[src/rtl/rv_isa_pkg.sv]
// rv_isa_pkg: RV32I opcodes, ALU funct3 codes and the decoded control bundle
package rv_isa_pkg;

    localparam logic [6:0] OPC_LUI    = 7'b0110111;
    localparam logic [6:0] OPC_AUIPC  = 7'b0010111;
    localparam logic [6:0] OPC_JAL    = 7'b1101111;
    localparam logic [6:0] OPC_JALR   = 7'b1100111;
    localparam logic [6:0] OPC_BRANCH = 7'b1100011;
    localparam logic [6:0] OPC_LOAD   = 7'b0000011;
    localparam logic [6:0] OPC_STORE  = 7'b0100011;
    localparam logic [6:0] OPC_OPIMM  = 7'b0010011;
    localparam logic [6:0] OPC_OP     = 7'b0110011;

    localparam logic [2:0] ADD  = 3'b000;
    localparam logic [2:0] SLL  = 3'b001;
    localparam logic [2:0] SLT  = 3'b010;
    localparam logic [2:0] SLTU = 3'b011;
    localparam logic [2:0] XOR  = 3'b100;
    localparam logic [2:0] SR   = 3'b101;
    localparam logic [2:0] OR   = 3'b110;
    localparam logic [2:0] AND  = 3'b111;

    localparam logic [6:0] F7_BASE = 7'b0000000;
    localparam logic [6:0] F7_ALT  = 7'b0100000;

    typedef struct packed {
        logic [2:0] alu_op;
        logic       alu_imm;
        logic       alu_sub;
        logic       alu_sra;
        logic       rd_w;
        logic       ld_upper;
        logic       add_pc;
        logic       jmp_reg;
        logic       is_branch;
        logic       is_jmp;
        logic       is_load;
        logic       is_store;
        logic       illegal;
    } ctrl_t;

endpackage

[src/rtl/ctrl_unit.sv]
// ctrl_unit: RV32I instruction decoder; combinational by default,
// one-cycle registered outputs when CTRL_UNIT_OUTREG_EN is defined.
module ctrl_unit
    import rv_isa_pkg::*;
#(
    parameter int XLEN = 32
) (
    input  logic            clk,
    input  logic            rst_n,
    input  logic [XLEN-1:0] inst,
    output logic [2:0]      alu_op,
    output logic            alu_imm,
    output logic            alu_sub,
    output logic            alu_sra,
    output logic            rd_w,
    output logic            ld_upper,
    output logic            add_pc,
    output logic            jmp_reg,
    output logic            is_branch,
    output logic            is_jmp,
    output logic            is_load,
    output logic            is_store,
    output logic            illegal
);

    logic [6:0] opc;
    logic [2:0] f3;
    logic [6:0] f7;
    logic       b30;
    logic       ok;
    ctrl_t      d;
    ctrl_t      q;

    assign opc = inst[6:0];
    assign f3  = inst[14:12];
    assign f7  = inst[31:25];
    assign b30 = inst[30];

    always_comb begin
        d  = '0;
        ok = 1'b0;
        case (opc)
            OPC_LUI: begin
                ok         = 1'b1;
                d.rd_w     = 1'b1;
                d.ld_upper = 1'b1;
            end
            OPC_AUIPC: begin
                ok       = 1'b1;
                d.rd_w   = 1'b1;
                d.add_pc = 1'b1;
            end
            OPC_JAL: begin
                ok       = 1'b1;
                d.rd_w   = 1'b1;
                d.is_jmp = 1'b1;
            end
            OPC_JALR: begin
                ok        = f3 == ADD;
                d.rd_w    = 1'b1;
                d.is_jmp  = 1'b1;
                d.jmp_reg = 1'b1;
                d.alu_imm = 1'b1;
            end
            OPC_BRANCH: begin
                ok          = f3 != SLT && f3 != SLTU;
                d.is_branch = 1'b1;
            end
            OPC_LOAD: begin
                ok        = f3 != SLTU && f3[2:1] != 2'b11;
                d.rd_w    = 1'b1;
                d.alu_imm = 1'b1;
                d.is_load = 1'b1;
            end
            OPC_STORE: begin
                ok         = !f3[2] && f3 != SLTU;
                d.alu_imm  = 1'b1;
                d.is_store = 1'b1;
            end
            // Only the shift immediates carry a funct7 field
            OPC_OPIMM: begin
                ok        = f3 == SLL ? f7 == F7_BASE :
                            f3 == SR  ? (f7 == F7_BASE || f7 == F7_ALT) : 1'b1;
                d.rd_w    = 1'b1;
                d.alu_imm = 1'b1;
                d.alu_op  = f3;
                d.alu_sra = f3 == SR && b30;
            end
            OPC_OP: begin
                ok        = f7 == F7_BASE || (f7 == F7_ALT && (f3 == ADD || f3 == SR));
                d.rd_w    = 1'b1;
                d.alu_op  = f3;
                d.alu_sub = f3 == ADD && b30;
                d.alu_sra = f3 == SR && b30;
            end
            default: ok = 1'b0;
        endcase
        if (!ok || inst[1:0] != 2'b11) begin
            d         = '0;
            d.illegal = 1'b1;
        end
    end

`ifdef CTRL_UNIT_OUTREG_EN
    logic unused;
    assign unused = ^{inst[24:15], inst[11:7]};

    always_ff @(posedge clk or negedge rst_n) begin
        if (!rst_n) q <= '0;
        else        q <= d;
    end
`else
    logic unused;
    assign unused = ^{clk, rst_n, inst[24:15], inst[11:7]};
    assign q = d;
`endif

    assign alu_op    = q.alu_op;
    assign alu_imm   = q.alu_imm;
    assign alu_sub   = q.alu_sub;
    assign alu_sra   = q.alu_sra;
    assign rd_w      = q.rd_w;
    assign ld_upper  = q.ld_upper;
    assign add_pc    = q.add_pc;
    assign jmp_reg   = q.jmp_reg;
    assign is_branch = q.is_branch;
    assign is_jmp    = q.is_jmp;
    assign is_load   = q.is_load;
    assign is_store  = q.is_store;
    assign illegal   = q.illegal;

endmodule

[config.mk]
export PLATFORM = sky130hd
export DESIGN_NAME = ctrl_unit
export DESIGN_NICKNAME = d
export VERILOG_FILES = /design/src/rtl/rv_isa_pkg.sv /design/src/rtl/ctrl_unit.sv
export SDC_FILE = /design/constraint.sdc
export NUM_CORES = 1
export LEC_CHECK = 0
export BUFFER_PORTS_ARGS = -buffer_cell sky130_fd_sc_hd__buf_2
export CAP_MARGIN = 25
export CELL_PAD_IN_SITES_DETAIL_PLACEMENT = 0
export CELL_PAD_IN_SITES_GLOBAL_PLACEMENT = 1
export CORE_MARGIN = 1.5
export CORE_UTILIZATION = 24
export DETAILED_ROUTE_END_ITERATION = 10
export GPL_TIMING_DRIVEN = 0
export MAX_ROUTING_LAYER = met4
export PLACE_DENSITY = 0.95
export SYNTH_ARGS = -nofsm -noshare
export SYNTH_HDL_FRONTEND = slang
export SYNTH_SLANG_ARGS = --single-unit
[constraint.sdc]
create_clock -name vclk -period 5.5
set_input_delay 1.1 -clock vclk [all_inputs]
set_output_delay 1.1 -clock vclk [all_outputs]
set_load 0.005 [all_outputs]
== Word level (Yosys, flattened, before mapping) ==
Index checks and enable logic that the tools add are counted.

* Flip-flop bits (word level): 0
* Bits of input ports: 34
* Output and inout bits: 15
* Word-level logic and storage cells: 51

* Eq/ne operators: 16
* Muxes and demuxes: 16
* Reduce and logical (&&, ||, !) cells: 19

{| class="wikitable"
|+ Operators by type and width
! cell !! number
|-
| equality test 7 x 6 -> 1 bit, second input constant || 4
|-
| equality test 7 bit, second input constant || 3
|-
| two-way mux 15 bit || 1
|-
| equality test 7 x 5 -> 1 bit, second input constant || 2
|-
| two-way mux 1 bit || 13
|-
| equality test 7 x 2 -> 1 bit, second input constant || 1
|-
| zero test 7 bit || 1
|-
| one-hot mux 1 bit (7 select lines) || 1
|-
| OR reduction 7 bit || 1
|-
| logical AND 1 bit || 6
|-
| != test 3 x 2 -> 1 bit, second input constant || 2
|-
| logical OR 1 bit || 4
|-
| != test 2 bit, second input constant || 2
|-
| OR reduction 2 bit || 2
|-
| OR reduction 4 bit || 1
|-
| equality test 3 x 1 -> 1 bit, second input constant || 1
|-
| equality test 3 bit, second input constant || 1
|-
| zero test 3 bit || 1
|-
| two-way mux 3 bit || 1
|-
| OR reduction 3 bit || 1
|-
| zero test 1 bit || 2
|}

== Depth between registers and ports, before layout ==
Gate-level depths: netlist (run 1).

* Word-level depth: 8
* Depth in mapped cells: 6
* Mapped depth without buffers: 4

== Worst setup path after synthesis (run 1) ==
No wires, ideal clock.

* Path type: input port to output port
* Start: input inst[28]
* End: output is_store
* Data arrival time: 2,370 ps
* Required time: 4,400 ps
* Setup slack: 2,030 ps
* Stages: 5
* Path buffers: 1
* Cell sequence: or4_4 > nor3_1 > a41oi_2 > buf_6 > a211oi_2

* Word-level cells in the longest chain between the ends: 8
* Elaborated cells between the ends (all ways): 11
* Classes of those cells: eq/ne: 1; mux: 4; reduce/logical: 6

{| class="wikitable"
|+ Ends and longest elaborated chain
! what !! RTL line !! RTL
|-
| start, declared || ctrl_unit.sv:10 || <nowiki>input logic [XLEN-1:0] inst,</nowiki>
|-
| equality test 7 x 6 -> 1 bit or zero test 7 bit (tied branches) || ctrl_unit.sv:83, ctrl_unit.sv:90, ctrl_unit.sv:82 ||
|-
| logical OR 1 bit || ctrl_unit.sv:83 || <nowiki>f3 == SR ? (f7 == F7_BASE || f7 == F7_ALT) : 1'b1;</nowiki>
|-
| two-way mux 1 bit || ctrl_unit.sv:83 ||
|-
| two-way mux 1 bit || ctrl_unit.sv:82 || <nowiki>ok = f3 == SLL ? f7 == F7_BASE :</nowiki>
|-
| one-hot mux 1 bit (7 select lines) (*) || ctrl_unit.sv:42 || <nowiki>case (opc)</nowiki>
|-
| zero test 1 bit (*) || ctrl_unit.sv:98 || <nowiki>if (!ok || inst[1:0] != 2'b11) begin</nowiki>
|-
| logical OR 1 bit (*) || ctrl_unit.sv:98 ||
|-
| two-way mux 15 bit (*) || ctrl_unit.sv:98 ||
|-
| end, declared || ctrl_unit.sv:22 || <nowiki>output logic is_store,</nowiki>
|}

Mark *: on every way between the ends. The rest lies on a longest branch, timed or not.

== Final worst setup path (run 1) ==
Ends and elaborated chain as after synthesis.

==> metrics, run 1 <==
worst-path fanout max 10; Switching Share 57.42%; RSZ-0062 raised after global routing false; post-synthesis net count 97; Mapped Cells 63; crit path to is_store; post-DR vias/cell 5.378; Finished Layout Cells 119; Std-Cell Rows 15; placed inst area around 630 um^2; DR pass1 iterations 4; Hold Path Class in -> out; P_int 0.01094 mW; first-pass GRT wire length 2221 um; Max Freq 263.9 MHz; Antenna diodes 0; drt wl/cell 11.65 um; Layout Utilization 36.59%; Area Growth Syn to Fin 41.85%; I/O pin count between 40 and 50; hpwl dp 1132 um; setup TNS 0 ns; DRC viols 0; Yosys cell types 34; GRT overflow 0; hold path start inst[13]; critical path buffer and inverter count 3; Pwr Density 40.68 nW/um^2; die area roughly 2100 um^2; post-route cell area about 630 um^2; Inst Count DP 119; Ys Warns 0; status completed; crit-path most repeated cell buf_2; endpoints failing setup 0; Worst Setup SP inst[28]; Crit. End Element output port; logic gate share of total power 100.0%; clkbuf count 0; vias 640; # nets final 130; PostCTS Resize Cnt 0; Crit path arrival time 2.69 ns; final slew viol count 0; Antenna Nets Post-Route 0; NetSw 0.01476 mW; CP max stage delay 0.53 ns; Final Hold Fails 0; # fillers 192; First DRT Iteration DRCs 14; Post-Syn Area 445.4 um^2; Rel. slew slack 62.72%; hold_buf cts 0; Startpoint Class primary input; critical path type in -> out; CP Cell Sequence buf_2, or4_4, nor3_1, a41oi_2, buf_6, a211oi_2, buf_2; vias in the first global route 548; slowest CP cell or4_4; min cycle time layout 3.790 ns; initial antenna violation count 0; Clk pwr share 0%; gpl congestion approximately 0.84; area occupied by multi-input gates 371.6 um^2; Post-CTS Setup Bufs 0; die extent in x about 46 um; critical path's top delay family simple AND/OR/NAND/NOR gates; layout cells sized above 1 50.00%; CORE AREA 1727 um^2; Peak VDD IR 0.02222 mV; Reg area 0 um^2; sequential power share 0%; Die H ~46 um; syn_area_per_cell 7.070 um^2; fin crit share 68.90%; Worst EP required 4.40 ns; Routed WL ~1400 um; initial core utilization 25.80%; sequential area share after synthesis 0%; GR Util All Layers 13.78%; largest net degree at the start of global routing 11; Slew @ Worst Pin ~0.55 ns; FF+latch count 0; max cap viols 0; Leakage 0.2584 nW; Crit path depth 7; I/O Buffers 31
[logic make-up after synthesis]
logic type             share of synthesized area [%]
AO/OA/AOI/OAI                                  39.89
XOR/XNOR                                       1.967
buffers and inverters                          16.57
AND/OR/NAND/NOR                                41.57
[worst min path at each step]
stage / slack (ns) / end / depth (start not counted)
after detailed placement: 2.55 / alu_op[1] / 4
after global routing: 2.57 / is_branch / 4
after CTS: 2.55 / alu_op[1] / 4
final: 2.55 / alu_op[1] / 4
after global placement: 2.55 / alu_op[2] / 4
after floorplan: 2.27 / alu_op[0] / 2
[power by group through the flow]
stage,registers (mW),logic [mW],clock network [mW]
2_1_floorplan,0,0.0133,0
3_3_place_gp,0,0.0250,0
3_5_place_dp,0,0.0254,0
4_1_cts,0,0.0255,0
5_1_grt,0,0.0282,0
6_report,0,0.0257,0
[tightest hold or removal path: cells and delay by family]
kind	cells	cell delay, ns
compound gates	1	0.03
buf+inv	2	0.25
simple gates	1	0.07
[placed cells by master, fill, tap and decap left out, types with 2 or more instances in the layout]
| cell | instances |
|---|---|
| nand2_1 | 5 |
| nor4_1 | 3 |
| inv_1 | 4 |
| a31oi_1 | 8 |
| a311oi_1 | 2 |
| buf_2 | 32 |
| nand4_1 | 4 |
| o21ai_0 | 2 |
| nor2_1 | 4 |
| a21oi_1 | 3 |
| buf_6 | 4 |
[Yosys cell counts, types with 2 or more instances]
| master | n | area, um^2 |
|---|---|---|
| a311oi_1 | 2 | 17.52 |
| nand4_1 | 4 | 25.02 |
| o21ai_0 | 2 | 10.01 |
| a31oi_1 | 8 | 50.05 |
| inv_1 | 4 | 15.01 |
| nor2_1 | 4 | 15.01 |
| nor4_1 | 3 | 18.77 |
| nand2_1 | 5 | 18.77 |
| buf_6 | 4 | 45.04 |
| a21oi_1 | 3 | 15.01 |
[stage by stage]
step / worst slack [ns] / hold slack [ns] / total power [mW]
finish: 1.710 / 2.550 / 0.02570
global route: 1.635 / 2.572 / 0.02823
detailed placement: 1.703 / 2.554 / 0.02543
CTS: 1.698 / 2.554 / 0.02554
global placement: 1.735 / 2.552 / 0.02498
floorplan: 2.030 / 2.274 / 0.01335
[final cells by class]
type                       count  share of cell area [%]
multi-input combinational     52                   58.81
inverter                       6                   3.762
tap                           25                   4.950
buffer                         5                   7.921
timing repair buffer          31                   24.55
[routing by layer]
| metal | up-vias | part of all wire (%) | global-route usage (%) |
|---|---|---|---|
| met5 | - | 0 | - |
| met4 | 0 | 0 | 0 |
| met3 | 0 | 6.0 | 0.7843 |
| met2 | 20 | 51 | 26.11 |
| met1 | 297 | 43 | 16.78 |
| li1 | 323 | - | - |
(Power assumes the default switching activity.)
==> run 2: changes to the inputs <==
- CORE_UTILIZATION: 24 -> 22
- PLACE_DENSITY: 0.95 -> 0.93
- clock period: 5.5 -> 3.6 ns (I/O delays scaled with it)
==> run 2 against run 1 <==
Against the previous run:
- cell area grew 0.40%
- combinational power up 53%
- clock-buffer cell count unchanged
- hold slack lost 0.77 ns
- critical path depth down 1
- first-iteration DRC count is 57% lower
- final cell count increased by 1.7%
- via count shrank 3.8%
- flip-flop and latch count did not move
- setup slack got worse by 1.1 ns
- wire length increased by 1.2%
- utilization is 3.9 points lower
- largest power group unchanged
==> metrics, run 2 (synthesized netlist as in run 1, its figures left out) <==
largest net degree at the start of global routing 11 (unchanged); Antenna Nets Post-Route 0 (unchanged); # nets final 130 (unchanged); first-pass GRT wire length 2056 um (-7.4%); NetSw 0.02263 mW (+53%); Inst Count DP 121 (+1.7%); P_int 0.01671 mW (+53%); layout cells sized above 1 50.00% (unchanged); Crit path arrival time 2.31 ns (-0.38 ns); status completed; Antenna diodes 0 (unchanged); sequential power share 0% (unchanged); hpwl dp 1138 um (+0.51%); clkbuf count 0 (unchanged); initial core utilization 22.94% (-2.9 points); vias in the first global route 506 (-7.7%); Post-CTS Setup Bufs 0 (unchanged); Slew @ Worst Pin 0.5882 ns (+0.03767 ns); final slew viol count 0 (unchanged); WHS Path Cells 4 (unchanged); RSZ-0062 raised after global routing false; DR pass1 iterations 4 (unchanged); logic gate share of total power 100.0% (about the same); Std-Cell Rows 16 (+1); post-DR vias/cell 5.091 (-5.3%); Startpoint Class primary input; most frequent cells in the layout buf_2 (32), a31oi_1 (8), nand2_1 (5); Hold Path Class in -> out; Final Hold Fails 0 (unchanged); hold_buf cts 0 (unchanged); hold path start inst[14]; CORE AREA 1942 um^2 (+12%); min cycle time layout 3.025 ns; vias 616 (-3.8%); initial antenna violation count 0 (unchanged); drt wl/cell 11.60 um (-0.45%); Crit. End Element output port; slowest CP cell or4_4; Area Growth Syn to Fin 42.42%; PostCTS Resize Cnt 0 (unchanged); endpoints failing setup 0 (unchanged); crit-path most repeated cell buf_2; Die H 48.00 um (+4.2%); gpl congestion 0.8558 (+1.8%); First DRT Iteration DRCs 6 (-8); GR Util All Layers 12.21% (-1.6 points); Finished Layout Cells 121 (+1.7%); Leakage 0.2584 nW (unchanged); max cap viols 0 (unchanged); commonest non-fill, non-tap cell in the layout buf_2; Max Freq 330.6 MHz; fin crit share 84.03%; Routed WL 1403 um (+1.2%); setup TNS 0 ns (unchanged); Rel. slew slack 60.17% (-2.6 points); Clk pwr share 0% (unchanged); die extent in x 48.00 um (+4.2%); CP Cell Sequence buf_2, or4_4, a2111oi_2, o311ai_1, a311oi_1, buf_2; I/O pin count 49 (unchanged); CP max stage delay 0.53 ns (about the same); GRT overflow 0 (unchanged); I/O Buffers 31 (unchanged); die area 2304 um^2 (+8.5%); Switching Share 57.53% (+0.11 points); Pwr Density 62.02 nW/um^2 (+52%); Peak VDD IR 0.04182 mV (+88%); DRC viols 0 (unchanged); hold endpoint alu_op[2]; Reg area 0 um^2 (unchanged); critical path type in -> out; Worst EP required 2.88 ns (-1.52 ns); FF+latch count 0 (unchanged); worst-path fanout max 3 (-7)
## run 2: area by class of cell
class	count	area [um^2]
Inverter	6	23.77
Buffer	5	50.05
Tap cell	27	33.78
Multi-Input combinational cell	52	371.6
Fill cell	236	1308
Timing Repair Buffer	31	155.1
## run 2: critical path, delay by kind of cell
family	cells	cell delay [ns]
AND/OR/NAND/NOR	1	0.53
AO/OA/AOI/OAI	3	0.79
buffers and inverters	2	0.26
## run 2: worst max path at each step
stage | from | end
2_1_floorplan | inst[28] | is_store
3_3_place_gp | inst[28] | alu_imm
3_5_place_dp | inst[28] | rd_w
4_1_cts | inst[28] | rd_w
5_1_grt | inst[28] | alu_imm
6_report | inst[28] | alu_imm
## run 2: stage by stage
| step | power, mW | worst slack [ns] | area (um^2) | hold WS [ns] | utilization, % |
|---|---|---|---|---|---|
| 2_1_floorplan | 0.02039 | 0.8900 | 445.4 | 1.514 | - |
| 5_1_grt | 0.04321 | 0.4245 | 634.4 | 1.798 | 32.67 |
| 4_1_cts | 0.03921 | 0.5728 | 634.4 | 1.784 | 32.67 |
| 6_report | 0.03934 | 0.5750 | 634.4 | 1.783 | 32.67 |
| 3_5_place_dp | 0.03901 | 0.5882 | 634.4 | 1.784 | 32.67 |
| 3_3_place_gp | 0.03822 | 0.5813 | 634.4 | 1.775 | 32.67 |
## run 2: routing by layer
metal | wire (um) | GRT usage, % | vias up | part of all wire [%]
met1 | 696 | 18.76 | 275 | 50
met2 | 618 | 18.93 | 21 | 44
met4 | 0 | 0 | 0 | 0
met3 | 88 | 0 | 0 | 6.3
met5 | 0 | - | - | 0
li1 | - | - | 320 | -
## run 2: power groups by stage
stage	Sequential, mW	Clock [mW]	Combinational (mW)
detailed placement	0	0	0.0390
global route	0	0	0.0432
CTS	0	0	0.0392
floorplan	0	0	0.0204
global placement	0	0	0.0382
finish	0	0	0.0393
==> run 3: changes to the inputs <==
- clock period: 3.6 -> 2.85 ns (I/O delays scaled with it)
==> run 3 against run 2 <==
Against the previous run:
- hold slack worse by 0.30 ns
- sequential share of layout area stayed put
- non-clock buffer count stayed put
- global-route usage stayed put
- cell area stayed put
- setup slack worse by 0.45 ns
- via count is 0.65% higher
- clock-buffer cell count stayed put
- wire length is 1.1% higher
- combinational power is 27% higher
- power is 27% higher
- critical endpoint is now rd_w
- largest cell class unchanged
==> metrics, run 3 (synthesized netlist as in run 1, its figures left out) <==
Reg area 0 um^2 (unchanged); hold_ws 1.483 ns (-0.2993 ns); setup TNS 0 ns (unchanged); hold_buf cts 0 (unchanged); die area 2304 um^2 (unchanged); Worst EP required 2.28 ns (-0.60 ns); critical path type in -> out; GRT overflow 0 (unchanged); FF+latch count 0 (unchanged); Area Growth Syn to Fin 42.42% (unchanged); # nets final 130 (unchanged); vias 620 (+0.65%); fin crit share between 90% and 100%; first-pass GRT wire length 2056 um (unchanged); worst-path fanout max 10 (+7); post-DR vias/cell 5.124 (+0.65%); Slew @ Worst Pin 0.5905 ns (+0.002310 ns); Post-CTS Setup Bufs 0 (unchanged); initial antenna violation count 0 (unchanged); CP Cell Sequence buf_2, or4_4, a2111oi_2, o311ai_1, buf_6, a32oi_1, buf_2; most frequent cells in the layout buf_2 (32), a31oi_1 (8), nand2_1 (5); drt wl/cell 11.73 um (+1.1%); status completed; endpoints failing setup 0 (unchanged); vias in the first global route 506 (unchanged); layout cells sized above 1 50.00% (unchanged); critical path's top delay family compound AO/OA/AOI/OAI gates; Leakage 0.2584 nW (unchanged); post-route cell area 634.4 um^2 (unchanged); commonest non-fill, non-tap cell in the layout buf_2; gpl congestion 0.8558 (unchanged); Die H 48.00 um (unchanged); Routed WL 1419 um (+1.1%); CORE AREA 1942 um^2 (unchanged); Hold Path Class in -> out; final slew viol count 0 (unchanged); # fillers 236 (unchanged); die extent in x 48.00 um (unchanged); I/O pin count 49 (unchanged); Crit. End Element output port; CP max stage delay 0.53 ns (about the same); clkbuf count 0 (unchanged); Peak VDD IR 0.05313 mV (+27%); hpwl dp 1138 um (unchanged); Antenna Nets Post-Route 0 (unchanged); min cycle time layout 2.720 ns; placed inst area 634.4 um^2 (unchanged); RSZ-0062 raised after global routing false; Rel. slew slack 60.01% (-0.16 points); Startpoint Class primary input; initial core utilization 22.94% (unchanged); First DRT Iteration DRCs 8 (+2); Max Freq 367.6 MHz; Final Hold Fails 0 (unchanged); critical path buffer and inverter count 3 (+1); max cap viols 0 (unchanged); crit-path most repeated cell buf_2; DRC viols 0 (unchanged); Std-Cell Rows 16 (unchanged); Design Power 0.04984 mW (+27%); I/O Buffers 31 (unchanged); largest net degree at the start of global routing 11 (unchanged); Antenna diodes 0 (unchanged); Crit path arrival time 2.15 ns (-0.16 ns); Pwr Density 78.57 nW/um^2 (+27%); slowest CP cell or4_4; PostCTS Resize Cnt 0 (unchanged); DR pass1 iterations 4 (unchanged); GR Util All Layers 12.21% (unchanged)
run 3: power breakdown:
group | leakage (nW) | switching, mW | internal (mW) | total (mW)
logic | 0.258 | 0.0287 | 0.0211 | 0.0498
clock network | 0 | 0 | 0 | 0
registers | 0 | 0 | 0 | 0
run 3: through the flow:
stage	util (%)	std cells	setup WS (ns)
final	32.67	121	0.1298
after global placement	32.67	121	0.1313
after floorplan	-	63	0.4400
after detailed placement	32.67	121	0.1382
after CTS	32.67	121	0.1228
after global routing	32.67	121	0.01647
run 3: path summary, 6_finish.rpt:
kind     start        end  slack (ns)  cells past startpoint
max   inst[28]       rd_w        0.13                      7
min   inst[14]  alu_op[2]        1.48                      4
run 3: metal layers:
metal  share of wire (%)  GRT usage (%)  vias up
li1                    -              -      319
met1                  51          18.76      278
met2                  43          18.93       23
met3                 6.3              0        0
met4                   0              0        0
met5                   0              -        -
run 3: layout make-up:
| class | instances | area (um^2) | area share [%] |
|---|---|---|---|
| plain buffers | 5 | 50.05 | 7.890 |
| inverters | 6 | 23.77 | 3.748 |
| multi-input cells | 52 | 371.6 | 58.58 |
| well taps | 27 | 33.78 | 5.325 |
| repair buffers | 31 | 155.1 | 24.46 |
